`config.mk`:
```
export PLATFORM = sky130hd
export DESIGN_NAME = sipo_align
export DESIGN_NICKNAME = d
export VERILOG_FILES = /design/src/rtl/sipo_align.sv
export SDC_FILE = /design/constraint.sdc
export NUM_CORES = 1
export LEC_CHECK = 0
export CAP_MARGIN = 20
export CORE_MARGIN = 3
export CORE_UTILIZATION = 57
export CTS_BUF_LIST = sky130_fd_sc_hd__clkbuf_2
export CTS_CLUSTER_DIAMETER = 100
export DETAILED_ROUTE_END_ITERATION = 12
export PLACE_DENSITY = 0.91
export SYNTH_ARGS = -nofsm -noshare
export SYNTH_HDL_FRONTEND = slang
export SYNTH_SLANG_ARGS = --single-unit
```
`constraint.sdc`:
```
create_clock -name i_sclk -period 2.8 [get_ports i_sclk]
set_input_delay 0.56 -clock i_sclk [delete_from_list [all_inputs] [get_ports i_sclk]]
set_output_delay 0.56 -clock i_sclk [all_outputs]
set_load 0.01 [all_outputs]
```
`src/rtl/sipo_align.sv`:
```
// Serial-in/parallel-out deserializer that hunts for a sync word, confirms it on word
// boundaries and then delivers aligned words. Optional feature macro: SIPO_ALIGN_SYNC_DROP_EN.
module sipo_align #(
  parameter int                PWIDTH       = 20,
  parameter logic [PWIDTH-1:0] SYNC_PATTERN = 20'hE4B1D,
  parameter int                LOCK_COUNT   = 3
) (
  input  logic              i_sclk,
  input  logic              i_rst_n,
  input  logic              i_rxp,
  input  logic              i_realign,
  output logic [PWIDTH-1:0] o_pdata,
  output logic              o_pvalid,
  output logic              o_plock,
  output logic [1:0]        o_state
);

  localparam int BCW = (PWIDTH > 1) ? $clog2(PWIDTH) : 1;
  localparam logic [BCW-1:0] BC_LAST = BCW'(PWIDTH - 1);
  localparam logic [3:0]     LC      = 4'(LOCK_COUNT);

  typedef enum logic [1:0] {
    HUNT    = 2'd0,
    CONFIRM = 2'd1,
    LOCKED  = 2'd2
  } state_e;

  logic [PWIDTH-1:0] sr_q, sr_d;
  logic [BCW-1:0]    bc_q, bc_d;
  logic [3:0]        mc_q, mc_d;
  state_e            state_q, state_d;
  logic [PWIDTH-1:0] pdata_q, pdata_d;
  logic              pvalid_q, pvalid_d;
  logic              plock_q, plock_d;
  logic [1:0]        ostate_q, ostate_d;

  logic [PWIDTH-1:0] win_s;
  logic              boundary_s;
  logic              match_s;

  // The window is what sr will hold after this edge; every pattern check looks at it.
  assign win_s      = {sr_q[PWIDTH-2:0], i_rxp};
  assign boundary_s = (bc_q == BC_LAST);
  assign match_s    = (win_s == SYNC_PATTERN);

  // Next-state logic for alignment FSM, counters and output registers.
  always_comb begin
    sr_d     = win_s;
    bc_d     = boundary_s ? {BCW{1'b0}} : (bc_q + BCW'(1));
    mc_d     = mc_q;
    state_d  = state_q;
    pdata_d  = pdata_q;
    pvalid_d = 1'b0;
    if (i_realign) begin
      state_d = HUNT;
      mc_d    = 4'd0;
    end else begin
      case (state_q)
        HUNT: begin
          if (match_s) begin
            bc_d    = {BCW{1'b0}};
            mc_d    = 4'd1;
            state_d = (LOCK_COUNT == 1) ? LOCKED : CONFIRM;
          end else begin
            state_d = HUNT;
          end
        end
        CONFIRM: begin
          if (boundary_s && match_s) begin
            if ((mc_q + 4'd1) >= LC) begin
              mc_d    = LC;
              state_d = LOCKED;
            end else begin
              mc_d = mc_q + 4'd1;
            end
          end else if (boundary_s) begin
            // No sliding re-check here: the failing window is simply abandoned.
            mc_d    = 4'd0;
            state_d = HUNT;
          end else begin
            state_d = CONFIRM;
          end
        end
        LOCKED: begin
          if (boundary_s) begin
            pdata_d = win_s;
`ifdef SIPO_ALIGN_SYNC_DROP_EN
            pvalid_d = !match_s;
`else
            pvalid_d = 1'b1;
`endif
          end else begin
            pvalid_d = 1'b0;
          end
        end
        default: begin
          state_d = HUNT;
          mc_d    = 4'd0;
        end
      endcase
    end
    plock_d  = (state_d == LOCKED);
    ostate_d = state_d;
  end

  // State and output registers with synchronous active-low reset.
  always_ff @(posedge i_sclk) begin
    if (!i_rst_n) begin
      sr_q     <= {PWIDTH{1'b0}};
      bc_q     <= {BCW{1'b0}};
      mc_q     <= 4'd0;
      state_q  <= HUNT;
      pdata_q  <= {PWIDTH{1'b0}};
      pvalid_q <= 1'b0;
      plock_q  <= 1'b0;
      ostate_q <= 2'd0;
    end else begin
      sr_q     <= sr_d;
      bc_q     <= bc_d;
      mc_q     <= mc_d;
      state_q  <= state_d;
      pdata_q  <= pdata_d;
      pvalid_q <= pvalid_d;
      plock_q  <= plock_d;
      ostate_q <= ostate_d;
    end
  end

  assign o_pdata  = pdata_q;
  assign o_pvalid = pvalid_q;
  assign o_plock  = plock_q;
  assign o_state  = ostate_q;

endmodule

```
==> implementation parameters <==
Parameter                              Value

Worst setup path
  Arrival time at the worst endpoint ... 1.64 ns
  Biggest cell delay along the critical path ... 0.62 ns
  Required arrival time at the worst endpoint ... 2.24 ns
  Worst Setup End Kind ... output port
  Largest delay contributor family on the critical path ... buffers and inverters
  Worst path bufs/invs ... 1
  Cells along the critical path ... clkdlybuf4s50_1
  CP max FO ... 12
  Crit path max-delay cell type ... sky130_fd_sc_hd__clkdlybuf4s50_1
  Critical Path Source Type ... flop
  Worst Setup Path Type ... reg2out

Clocking
  Clock Sinks ... 52
  Root buffer cell ... sky130_fd_sc_hd__clkbuf_2
  Resized Gates After CTS ... 0
  Max H-tree Level ... 2
  Clock tree buffer depth ... 2
  Clock-pin slew reported for the worst setup and hold paths after clock tree synthesis ... 0.23 ns
  Clock buffers created by TritonCTS ... 5
  Buffer count from post-CTS setup fixing ... 0
  Post-cts hold buffer count ... 0
  Insertion delay of the later-clocked pin in the worst-skew pair ... 0.42 ns
  CTS tree ... built

STA
  Post-route clock skew ... 0.02531 ns
  Maximum frequency from static timing analysis ... 455.4 MHz
  Relative slew margins ... 0.6903
  Final critical-path required period ... 2.196 ns
  Final slew viol count ... 0
  Worst slew pin tran ... 0.4574 ns
  RSZ-0062 raised after global routing ... no
  Post-route worst setup slack ... 0.6041 ns
  Portion of the clock cycle consumed by the worst path in the final layout ... 0.7842
  Final Hold Vio Count ... 0
  Setup TNS Final ... 0 ns
  Final setup vio count ... 0

Yosys
  Synthesis Warnings ... 0
  Avg Synthesized Cell Area ... 9.302 um2
  Top flip-flop cell by instance count after synthesis ... sky130_fd_sc_hd__dfxtp_1
  Synthesized netlist net count ... 214
  Post-synthesis async set-or-reset flop share ... 0
  Total of flip-flops plus latches after synthesis ... 52
  Cells after Synth ... 207
  Combined area of all synthesized cells ... 1926 um2
  Sequential fraction of the synthesis area ... 0.5406
  Count of flip-flops with a built-in enable after synthesis ... 0
  Count of unique library cells instantiated by Yosys ... 35

GRT
  Largest net degree at the start of global routing ... 44
  Global route total overflow ... 0
  Busiest metal layer after global routing ... met2
  Met2 Usage GRT ... 0.3265
  Antenna violations before repair ... 0
  Met3 capacity usage during global routing ... 0.04394
  Number of global-route vias before repair ... 1456
  Global Route met1 Usage ... 0.2338
  Global-route wire length before repair ... 6272 um
  GRT Util Overall ... 0.1900

Die
  Initial Utilization ... 0.6156
  Core footprint ... 3128 um2
  Overall die width ... 64.12 um
  Overall die height ... 64.12 um
  I/O Pins ... 28
  Die outline area ... 4111 um2
  Number of placement rows ... 20

Placement
  DPL Wire Length ... 2490 um
  Worst slack at placement ... 0.5814 ns
  Port Buffers ... 27
  RD Place Congestion ... 0.8567

Flow run
  Max-cap viol count ... 0

Drt
  Detailed-route vias per instance ... 5.150
  Iteration-0 DRC count of the detailed router ... 59
  Overall via count from detail_route ... 1442
  First-pass iteration count of the detailed router ... 4
  Routed wire length per instance ... 12.28 um
  DRT Wirelength ... 3439 um
  Remaining routing DRC violations ... 0
  Number of nets with antenna violations after detailed routing ... 0

Finish
  Signed area change from the synthesized netlist to the final layout ... 18.52%
  Most frequent standard cell in the layout excluding fill and tap cells ... sky130_fd_sc_hd__dfxtp_1
  Fraction of layout cells with a size suffix above 1 ... 0.05932
  Final core occ ... 0.7296
  Most used cells in the layout excluding fill and tap cells ... sky130_fd_sc_hd__dfxtp_1 (52), sky130_fd_sc_hd__nand2_1 (46), sky130_fd_sc_hd__clkdlybuf4s50_1 (27), sky130_fd_sc_hd__and2_1 (22), sky130_fd_sc_hd__a21boi_0 (20)
  Number of nets in the final layout ... 243
  Number of diodes ... 0

Worst hold path
  HP Class ... reg2reg

Power and ir drop
  Pleak ... 0.8242 nW
  Maximum VDD drop ... 0.0003460 V
  Power Dens Cells ... 459.7 nW/um2

Status
  Run status ... finished, final reports clean
## kinds of logic after synthesis
| family | synth area share |
|---|---|
| AOI/OAI and AO/OA | 0.1215 |
| xor gates and xnor gates | 0.01365 |
| adders and majority gates | 0.01950 |
| buffers and inverters | 0.02339 |
| DFF | 0.5406 |
| and+or+nand+nor | 0.2814 |
## stage by stage
stage                     power (W)  area, um2  instances  hold slack [ns]
final                      0.001049       2282        280           0.4687
after floorplan           0.0007857       1926        207           0.4175
after global routing       0.001093       2282        280           0.4977
after global placement    0.0007964       2247        273           0.4307
after detailed placement  0.0007964       2247        273           0.4357
after CTS                  0.001055       2282        280           0.4682
## per-layer routing
layer  wire [um]  vias up
li1            -      755
met1        1596      664
met2        1691       21
met3         128        2
met4          23        0
met5           0        -
## state kept, by name, summed over array words and instances (netlist names)
name      count
o_pdata      20
sr_q         19
bc_q          5
mc_q          4
o_state       2
o_plock       1
o_pvalid      1
## where the power goes
group	leakage [nW]	total [W]	internal, W	switching, W
clock network	0.0288	0.000267	0.0000595	0.000207
logic	0.376	0.0000299	0.0000147	0.0000153
registers	0.420	0.000752	0.000748	0.00000458
total	0.824	0.00105	0.000822	0.000227
## layout make-up
type / count / area [um2]
Inverter: 3 / 11.26
Clock buffer: 6 / 30.03
Clock inverter: 1 / 5.005
Tap cell: 44 / 55.05
Multi-Input combinational cell: 143 / 839.6
Fill cell: 237 / 845.8
Sequential cell: 52 / 1041
Timing Repair Buffer: 31 / 300.3
## path summary, 6_finish.rpt
check                to  cells after the start  slack (ns)       start
max          o_state[0]                      1        0.60  o_state[0]
min             bc_q[0]                      1        0.47     bc_q[0]
max reg2reg  o_pdata[6]                      7        0.73     bc_q[0]
min reg2reg     bc_q[0]                      1        0.47     bc_q[0]
## Yosys cell counts, drive strengths merged (3+ instances only)
| cell type | n | share of area |
|---|---|---|
| inv | 3 | 0.0058 |
| a21boi | 20 | 0.078 |
| ha | 3 | 0.019 |
| and2 | 22 | 0.071 |
| a21oi | 5 | 0.013 |
| nor2 | 10 | 0.019 |
| clkbuf | 9 | 0.018 |
| nand2 | 47 | 0.093 |
| dfxtp | 52 | 0.54 |
| and3 | 3 | 0.0097 |
| nand3 | 5 | 0.013 |
| nand4 | 3 | 0.0097 |
(Power assumes the default switching activity.)
